===== src/rtl/csr_packer.sv =====
`default_nettype none
// csr_packer: encodes a row-major dense matrix stream into one buffered compressed-row frame.
// Revision 1.0

module csr_packer #(
    parameter  int DATA_WIDTH      = 8,
    parameter  int NUM_OF_COLS     = 5,
    parameter  int NUM_OF_ROWS     = 5,
    parameter  int COL_INDEX_SIZE  = 8,
    localparam int COL_IDX_WIDTH   = $clog2(NUM_OF_COLS),
    localparam int INDEX_WIDTH     = $clog2(COL_INDEX_SIZE),
    localparam int ROW_LEN_WIDTH   = $clog2(NUM_OF_COLS + 1),
    localparam int NODE_INFO_WIDTH = INDEX_WIDTH + ROW_LEN_WIDTH + 1,
    localparam int NNZ_WIDTH       = $clog2(COL_INDEX_SIZE + 1)
) (
    input  logic                                   clk,
    input  logic                                   rst_n,
    input  logic                                   in_valid_i,
    input  logic [DATA_WIDTH-1:0]                  in_data_i,
    output logic                                   in_ready_o,
    output logic                                   csr_valid_o,
    input  logic                                   csr_ready_i,
    output logic [COL_IDX_WIDTH*COL_INDEX_SIZE-1:0] col_idx_o,
    output logic [DATA_WIDTH*COL_INDEX_SIZE-1:0]    value_o,
    output logic [NODE_INFO_WIDTH*NUM_OF_ROWS-1:0]  node_info_o,
    output logic [NNZ_WIDTH-1:0]                    nnz_o,
    output logic                                    overflow_o
);

    localparam int ROW_CNT_WIDTH = (NUM_OF_ROWS > 1) ? $clog2(NUM_OF_ROWS + 1) : 1;

    localparam logic [COL_IDX_WIDTH-1:0] LAST_COL = COL_IDX_WIDTH'(NUM_OF_COLS - 1);
    localparam logic [ROW_CNT_WIDTH-1:0] LAST_ROW = ROW_CNT_WIDTH'(NUM_OF_ROWS - 1);
    localparam logic [NNZ_WIDTH-1:0]     CAPACITY = NNZ_WIDTH'(COL_INDEX_SIZE);

    typedef enum logic [0:0] {
        COLLECT = 1'b0,
        HOLD    = 1'b1
    } state_t;

    state_t state;
    state_t state_next;

    logic [COL_IDX_WIDTH-1:0]   col_cnt;
    logic [ROW_CNT_WIDTH-1:0]   row_cnt;
    logic [NNZ_WIDTH-1:0]       wr_ptr;
    logic [ROW_LEN_WIDTH-1:0]   row_len;
    logic [INDEX_WIDTH-1:0]     row_start;
    logic                       overflow;

    logic [COL_IDX_WIDTH-1:0]   col_idx_q   [COL_INDEX_SIZE];
    logic [DATA_WIDTH-1:0]      value_q     [COL_INDEX_SIZE];
    logic [NODE_INFO_WIDTH-1:0] node_info_q [NUM_OF_ROWS];

    logic                       accept;
    logic                       nonzero;
    logic                       has_room;
    logic                       store;
    logic                       drop;
    logic                       end_row;
    logic                       frame_taken;
    logic [NNZ_WIDTH-1:0]       wr_ptr_next;
    logic [ROW_LEN_WIDTH-1:0]   row_len_final;

    assign accept        = in_valid_i && (state == COLLECT);
    assign nonzero       = |in_data_i;
    assign has_room      = (wr_ptr < CAPACITY);
    assign store         = accept && nonzero && has_room;
    assign drop          = accept && nonzero && !has_room;
    assign end_row       = accept && (col_cnt == LAST_COL);
    assign frame_taken   = (state == HOLD) && csr_ready_i;
    assign wr_ptr_next   = wr_ptr + NNZ_WIDTH'(store);
    assign row_len_final = row_len + ROW_LEN_WIDTH'(store);

    always_ff @(posedge clk) begin
        if (!rst_n) begin
            state <= COLLECT;
        end else begin
            state <= state_next;
        end
    end

    always_comb begin
        state_next  = state;
        in_ready_o  = 1'b0;
        csr_valid_o = 1'b0;
        case (state)
            COLLECT: begin
                in_ready_o = 1'b1;
                if (in_valid_i && (col_cnt == LAST_COL) && (row_cnt == LAST_ROW)) begin
                    state_next = HOLD;
                end
            end
            HOLD: begin
                csr_valid_o = 1'b1;
                if (csr_ready_i) begin
                    state_next = COLLECT;
                end
            end
            default: state_next = COLLECT;
        endcase
    end

    // Counters and pointers; a consumed frame clears exactly like reset.
    always_ff @(posedge clk) begin
        if (!rst_n || frame_taken) begin
            col_cnt   <= '0;
            row_cnt   <= '0;
            wr_ptr    <= '0;
            row_len   <= '0;
            row_start <= '0;
            overflow  <= 1'b0;
        end else if (accept) begin
            wr_ptr <= wr_ptr_next;
            if (drop) begin
                overflow <= 1'b1;
            end
            if (end_row) begin
                // Truncation wraps the start index when the slots are exactly full.
                row_start <= wr_ptr_next[INDEX_WIDTH-1:0];
                row_len   <= '0;
                col_cnt   <= '0;
                row_cnt   <= row_cnt + ROW_CNT_WIDTH'(1);
            end else begin
                row_len   <= row_len_final;
                col_cnt   <= col_cnt + COL_IDX_WIDTH'(1);
            end
        end
    end

    always_ff @(posedge clk) begin
        if (!rst_n || frame_taken) begin
            for (int k = 0; k < COL_INDEX_SIZE; k++) begin
                col_idx_q[k] <= '0;
                value_q[k]   <= '0;
            end
        end else if (store) begin
            for (int k = 0; k < COL_INDEX_SIZE; k++) begin
                if (wr_ptr == NNZ_WIDTH'(k)) begin
                    col_idx_q[k] <= col_cnt;
                    value_q[k]   <= in_data_i;
                end
            end
        end
    end

    always_ff @(posedge clk) begin
        if (!rst_n || frame_taken) begin
            for (int i = 0; i < NUM_OF_ROWS; i++) begin
                node_info_q[i] <= '0;
            end
        end else if (end_row) begin
            for (int i = 0; i < NUM_OF_ROWS; i++) begin
                if (row_cnt == ROW_CNT_WIDTH'(i)) begin
                    node_info_q[i] <= {row_start, row_len_final, (row_cnt == LAST_ROW)};
                end
            end
        end
    end

    // Slot 0 / row 0 occupy the most-significant slice of each flattened vector.
    for (genvar k = 0; k < COL_INDEX_SIZE; k++) begin : g_slot
        assign col_idx_o[(COL_INDEX_SIZE-k)*COL_IDX_WIDTH-1 -: COL_IDX_WIDTH] = col_idx_q[k];
        assign value_o[(COL_INDEX_SIZE-k)*DATA_WIDTH-1 -: DATA_WIDTH]         = value_q[k];
    end

    for (genvar i = 0; i < NUM_OF_ROWS; i++) begin : g_row
        assign node_info_o[(NUM_OF_ROWS-i)*NODE_INFO_WIDTH-1 -: NODE_INFO_WIDTH] = node_info_q[i];
    end

    assign nnz_o      = wr_ptr;
    assign overflow_o = overflow;

endmodule

`default_nettype wire


===== config.mk =====
export PLATFORM = sky130hd
export DESIGN_NAME = csr_packer
export DESIGN_NICKNAME = d
export VERILOG_FILES = /design/src/rtl/csr_packer.sv
export SDC_FILE = /design/constraint.sdc
export NUM_CORES = 1
export LEC_CHECK = 0
export BUFFER_PORTS_ARGS = -buffer_cell sky130_fd_sc_hd__buf_2
export CAP_MARGIN = 40
export CORE_ASPECT_RATIO = 0.5
export CORE_MARGIN = 2
export CORE_UTILIZATION = 30
export CTS_BUF_LIST = sky130_fd_sc_hd__clkbuf_4 sky130_fd_sc_hd__clkbuf_8
export DETAILED_ROUTE_END_ITERATION = 7
export MAX_ROUTING_LAYER = met4
export PLACE_DENSITY = 0.54
export SYNTH_ARGS = -nofsm -noshare
export SYNTH_HDL_FRONTEND = slang
export SYNTH_SLANG_ARGS = --single-unit

===== constraint.sdc =====
create_clock -name clk -period 3.9 [get_ports clk]
set_clock_uncertainty 0.15 [all_clocks]
set_input_delay 0.78 -clock clk [delete_from_list [all_inputs] [get_ports clk]]
set_output_delay 0.78 -clock clk [all_outputs]
set_load 0.005 [all_outputs]

==> flow_metrics.env, run 1 <==
export IMPL_outcome="completed"
export IMPL_dr_total_vias=3520
export IMPL_ant_nets=0
export IMPL_power_density_nw_per_um2=459
export IMPL_max_freq_mhz=381
export IMPL_finalMaxSlewViolations=0
export IMPL_final_setup_tns_ns=0
export IMPL_root_buffer="clkbuf_8"
export IMPL_die_h_um=98.9
export IMPL_first_global_vias=3633
export IMPL_start_kind="flip-flop"
export IMPL_critPathRequiredTime_ns=4.01
export IMPL_finalCritPeriodShare_pct=67.3
export IMPL_fin_crit_ns=2.63
export IMPL_yosysUniqueCellTypes=39
export IMPL_dr_pass1_iters=4
export IMPL_nets=545
export IMPL_synth_fa_ha_area_share_pct=2.55
export IMPL_grt_max_degree=34
export IMPL_area_delta_synth_final_pct=26.6
export IMPL_synth_seq_cells=141
export IMPL_io_pins=142
export IMPL_ctsResizeCount=0
export IMPL_grt_overflow=0
export IMPL_die_area_um2=19200
export IMPL_gp_congestion=0.741
export IMPL_clk_latency_ns=0.45
export IMPL_clk_pin_slew_ns=0.09
export IMPL_synth_top_cell_area_share_pct=68.4
export IMPL_synth_xor_area_share_pct=0.648
export IMPL_endpoint_kind="flip-flop"
export IMPL_antenna_found_initial=0
export IMPL_postCtsHoldBufs=0
export IMPL_p_leak_nw=2.85
export IMPL_yosys_area_top_type="edfxtp_1"
export IMPL_drcViolationCount=0
export IMPL_drive_gt1_share_pct=37.0
export IMPL_yosysWarningCount=0
export IMPL_synthMuxAreaShare_pct=0
export IMPL_hold_path_class="reg2reg"
export IMPL_synth_area_um2=5400
export IMPL_yosys_area_share_simple_pct=15.1
export IMPL_holdWs_ns=0.308
export IMPL_cts_buffers=17
export IMPL_peakVddDrop_mv=0.182
export IMPL_crit_arrival_ns=2.74
export IMPL_row_count=34
export IMPL_synth_main_ff_cell="edfxtp_1"
export IMPL_grt_pass1_wl_um=21000
export IMPL_drt_iter0_markers=218
export IMPL_clockBufferDepth=2
export IMPL_worstSetupPathType="reg2reg"
export IMPL_grt_usage_pct=15.2
export IMPL_dieWidth_um=194
export IMPL_syn_avg_cell_area_um2=14.5
export IMPL_io_buffer_count=141
export IMPL_netlist_top_cells_area="edfxtp_1 68%, dfxtp_1 6.7%, and3_1 2.8%"
export IMPL_cts_setup_buffers=0
export IMPL_wl_per_cell_um=18.0
export IMPL_hold_depth=2
export IMPL_cts_sinks=141
export IMPL_start_util_pct=30.9
export IMPL_cap_violations=0
export IMPL_htreeDepth=4
export IMPL_ys_seq_area_share_pct=75.0
export IMPL_cts_tree="built"
export IMPL_wl_um=13900
export IMPL_worstMarginPinSlew_ns=0.697
export IMPL_synth_nets=395
export IMPL_reg2reg_depth=5
export IMPL_diodes=0
export IMPL_critPathMaxFanout=12
export IMPL_async_flop_share_pct=0
export IMPL_viasPerCell=4.58
export IMPL_rsz0062_at_grt="false"
export IMPL_finalHoldViolations=0
export IMPL_timing_slew_headroom_pct=53.5
export IMPL_synth_edf_count=123
export IMPL_synth_top_family_by_area="simple AND/OR/NAND/NOR gates"
export IMPL_setup_viol_count_final=0
export IMPL_fp_coreArea_um2=17500
export IMPL_synth_compound_area_share_pct=4.21
export IMPL_syn_inst=372
export IMPL_hpwl_um=9660
[per-stage QoR]
stage | cells | utilization, % | total power, mW | setup WS [ns] | area [um^2]
final | 769 | 39.1 | 3.14 | 1.27 | 6840
after CTS | 769 | 39.1 | 3.18 | 1.21 | 6840
after floorplan | 372 | - | 1.84 | 0.967 | 5400
after global routing | 769 | 39.1 | 3.27 | 0.950 | 6840
after global placement | 736 | 36.8 | 1.96 | 0.943 | 6430
after detailed placement | 737 | 36.8 | 1.96 | 0.932 | 6440
[layout by cell type (no fill, tap or decap), types with 3 or more instances in the layout]
cell,synthesis,final
nand2_1,22,22
edfxtp_1,123,123
nor4b_1,3,3
clkinv_4,0,3
dfxtp_1,18,18
nand3_1,11,11
a211oi_1,3,3
o21ai_0,8,8
and4_1,9,9
clkbuf_8,0,17
buf_2,7,141
and2_1,16,16
inv_1,6,6
a21oi_1,13,13
inv_6,0,4
or3_1,3,3
and3_1,24,24
inv_8,0,7
ha_1,11,11
buf_4,1,16
nor2_1,34,34
nor4_1,7,7
nand3b_1,3,3
nor3_1,4,4
o31ai_2,0,3
a21o_1,3,3
[flip-flops by register name (all words and copies together), names as in the netlist, 3 cells and up]
| register | flops |
|---|---|
| row_len | 3 |
| row_start | 3 |
| nnz_o | 4 |
| value_q | 64 |
| col_idx_q | 24 |
| col_cnt | 3 |
| node_info_q | 35 |
| row_cnt | 3 |
[critical path: stages, from the launching register on]
cell	delay [ns]
dfxtp_1	0.37
inv_1	0.21
ha_1	0.28
nand4b_1	0.47
a211oi_1	0.60
and2_1	0.35
[cell usage after synthesis (4+ instances only)]
| master | number |
|---|---|
| edfxtp_1 | 123 |
| nor2_1 | 34 |
| and3_1 | 24 |
| nand2_1 | 22 |
| dfxtp_1 | 18 |
| clkbuf_1 | 17 |
| and2_1 | 16 |
| a21oi_1 | 13 |
| ha_1 | 11 |
| nand3_1 | 11 |
| and4_1 | 9 |
| o21ai_0 | 8 |
| buf_2 | 7 |
| nor4_1 | 7 |
| inv_1 | 6 |
| o31ai_1 | 5 |
| nor3_1 | 4 |
[layout make-up]
type	count	area, um^2
multi-input combinational	199	1240
fill	1684	10600
inverter	6	22.5
clock inverter	15	170
tap	234	293
clock buffer	17	234
timing repair buffer	157	826
sequential	141	4050
[kinds of logic (layout without fill, tap and decap cells)]
group           count (synthesis)  in the layout
simple gates                  147            147
flops                         141            141
compound gates                 37             37
buf+inv                        32            195
fa+ha+maj                      11             11
xor+xnor                        4              4
[final timing paths]
kind | start | slack (ns) | endpoint
setup / recovery | col_cnt[0] | 1.27 | node_info_q[0][12]
hold / removal | row_start[0] | 0.31 | row_start[0]
setup reg to reg | col_cnt[0] | 1.27 | node_info_q[0][12]
hold reg to reg | row_start[0] | 0.31 | row_start[0]
[routing by layer]
metal	vias to the layer above	part of all wire, %	wire, um	global-route usage [%]
li1	1681	-	-	-
met1	1751	46	6310	19.2
met2	75	49	6780	23.7
met3	13	4.1	565	4.04
met4	0	1.5	204	5.46
met5	-	0	0	-
[report_power, final]
group / internal, mW / switching [mW]
Clock: 0.545 / 0.678
Sequential: 1.70 / 0.0217
Combinational: 0.0724 / 0.126
Total: 2.32 / 0.826
(Power assumes the default switching activity.)
==> run 2: changes to the inputs <==
==> constraint.sdc (replaced) <==
create_clock -name clk -period 2.65 [get_ports clk]
set_clock_uncertainty 0.15 [all_clocks]
set_input_delay 0.53 -clock clk [delete_from_list [all_inputs] [get_ports clk]]
set_output_delay 0.53 -clock clk [all_outputs]
set_load 0.005 [all_outputs]
==> flow_metrics.env, run 2 (synthesis gave the netlist of run 1 again) <==
export IMPL_wl_um=14400
export IMPL_die_h_um=98.9
export IMPL_max_freq_mhz=430
export IMPL_start_util_pct=30.9
export IMPL_cp_startpoint="col_cnt[0]"
export IMPL_start_kind="flip-flop"
export IMPL_clk_pin_slew_ns=0.09
export IMPL_postCtsHoldBufs=0
export IMPL_r2r_start="col_cnt[0]"
export IMPL_rsz0062_at_grt="false"
export IMPL_p_sw_mw=1.19
export IMPL_grt_max_degree=34
export IMPL_p_int_mw=3.42
export IMPL_crit_arrival_ns=2.28
export IMPL_antenna_found_initial=0
export IMPL_timing_slew_headroom_pct=56.1
export IMPL_nFillCells=1679
export IMPL_clk_latency_ns=0.45
export IMPL_top_regs="value_q x64, node_info_q x35, col_idx_q x24"
export IMPL_largest_reg_flops=64
export IMPL_setup_viol_count_final=0
export IMPL_pwr_share_comb_pct=6.8
export IMPL_dr_total_vias=3710
export IMPL_dr_pass1_iters=4
export IMPL_die_area_um2=19200
export IMPL_drt_iter0_markers=181
export IMPL_critPathRequiredTime_ns=2.60
export IMPL_nets=570
export IMPL_cap_violations=0
export IMPL_grt_usage_pct=15.6
export IMPL_worstMarginPinSlew_ns=0.657
export IMPL_top_register="value_q"
export IMPL_grt_pass1_wl_um=21400
export IMPL_peakVddDrop_mv=0.274
export IMPL_endpoint_kind="flip-flop"
export IMPL_clockBufferDepth=2
export IMPL_drive_gt1_share_pct=40.0
export IMPL_p_leak_nw=2.97
export IMPL_critPathMaxFanout=7
export IMPL_hpwl_um=10100
export IMPL_first_global_vias=3684
export IMPL_outcome="completed"
export IMPL_p_sw_share_pct=25.9
export IMPL_final_setup_tns_ns=0
export IMPL_finalMaxSlewViolations=0
export IMPL_worstSetupPathType="reg2reg"
export IMPL_drcViolationCount=0
export IMPL_power_frac_seq_pct=55.0
export IMPL_r2r_slack_ns=0.32
export IMPL_row_count=34
export IMPL_hold_path_startpoint="rst_n"
export IMPL_final_common_cell="buf_2"
export IMPL_r2r_end="node_info_q[0][0]"
export IMPL_ant_nets=0
export IMPL_reg2reg_depth=5
export IMPL_fp_coreArea_um2=17500
export IMPL_wl_per_cell_um=18.1
export IMPL_cts_buffers=17
export IMPL_worstSetupEndpoint="node_info_q[0][0]"
export IMPL_fin_cells=794
export IMPL_cts_setup_buffers=0
export IMPL_hold_path_class="in2reg"
export IMPL_cts_sinks=141
export IMPL_finalHoldViolations=0
export IMPL_grt_overflow=0
export IMPL_io_pins=142
export IMPL_finalCritPeriodShare_pct=87.8
export IMPL_dieWidth_um=194
export IMPL_p_clk_share_pct=38.2
export IMPL_ctsResizeCount=0
export IMPL_viasPerCell=4.67
export IMPL_fin_crit_ns=2.33
export IMPL_diodes=0
export IMPL_root_buffer="clkbuf_8"
export IMPL_io_buffer_count=141
export IMPL_final_cell_mix="141 x buf_2, 123 x edfxtp_1, 41 x buf_4"
export IMPL_cts_tree="built"
export IMPL_place_inst=762
export IMPL_gp_congestion=0.775
export IMPL_area_delta_synth_final_pct=30.1
export IMPL_power_density_nw_per_um2=656
export IMPL_htreeDepth=4
## run 2: cell types whose count changed in the layout (fill, tap and decap cells not counted)
cell	change
o31ai_1	-1
buf_4	+25
o31ai_2	+1
inv_6	+2
inv_8	-2
## run 2: power groups by stage
stage | Combinational [mW] | Sequential (mW) | Clock (mW)
after floorplan | 0.110 | 2.59 | 0
final | 0.313 | 2.53 | 1.76
after global placement | 0.314 | 2.59 | 0
after detailed placement | 0.318 | 2.59 | 0
after CTS | 0.319 | 2.54 | 1.81
after global routing | 0.343 | 2.54 | 1.90
## run 2: worst max-delay path, cell delays in order (launching register included)
cell      delay [ns]
dfxtp_1         0.37
inv_1           0.22
ha_1            0.30
nand4b_1        0.26
nor2_1          0.25
a21o_1          0.43
## run 2: area by class of cell
class / count / area [um^2] / area share [%]
Inverter: 6 / 22.5 / 0.320
Tap cell: 234 / 293 / 4.17
Multi-Input combinational cell: 199 / 1250 / 17.7
Clock inverter: 15 / 165 / 2.35
Timing Repair Buffer: 182 / 1010 / 14.4
Sequential cell: 141 / 4050 / 57.7
Clock buffer: 17 / 234 / 3.33
## run 2: routing by layer
metal	vias up	track usage, %	share of wire, %
li1	1742	-	-
met1	1860	19.8	46
met2	97	24.6	49
met3	11	4.07	4.2
met4	0	4.93	0.95
met5	-	-	0
## run 2: worst min path at each step
stage | to | slack [ns] | cells past startpoint
after floorplan | row_start[0] | 0.28 | 2
after global placement | row_start[1] | 0.30 | 2
after detailed placement | row_start[0] | 0.30 | 2
after CTS | state | 0.12 | 2
after global routing | state | 0.15 | 2
final | state | 0.15 | 2
## run 2: per-stage QoR
| step | power (mW) | setup WS (ns) | utilization (%) | hold slack (ns) | cell area (um^2) |
|---|---|---|---|---|---|
| floorplan | 2.70 | 0.00485 | - | 0.282 | 5410 |
| global placement | 2.90 | 0.0220 | 37.8 | 0.297 | 6610 |
| detailed placement | 2.90 | 0.00543 | 37.9 | 0.301 | 6630 |
| CTS | 4.67 | 0.365 | 40.2 | 0.123 | 7030 |
| global route | 4.79 | 0.149 | 40.2 | 0.146 | 7030 |
| finish | 4.61 | 0.322 | 40.2 | 0.153 | 7030 |
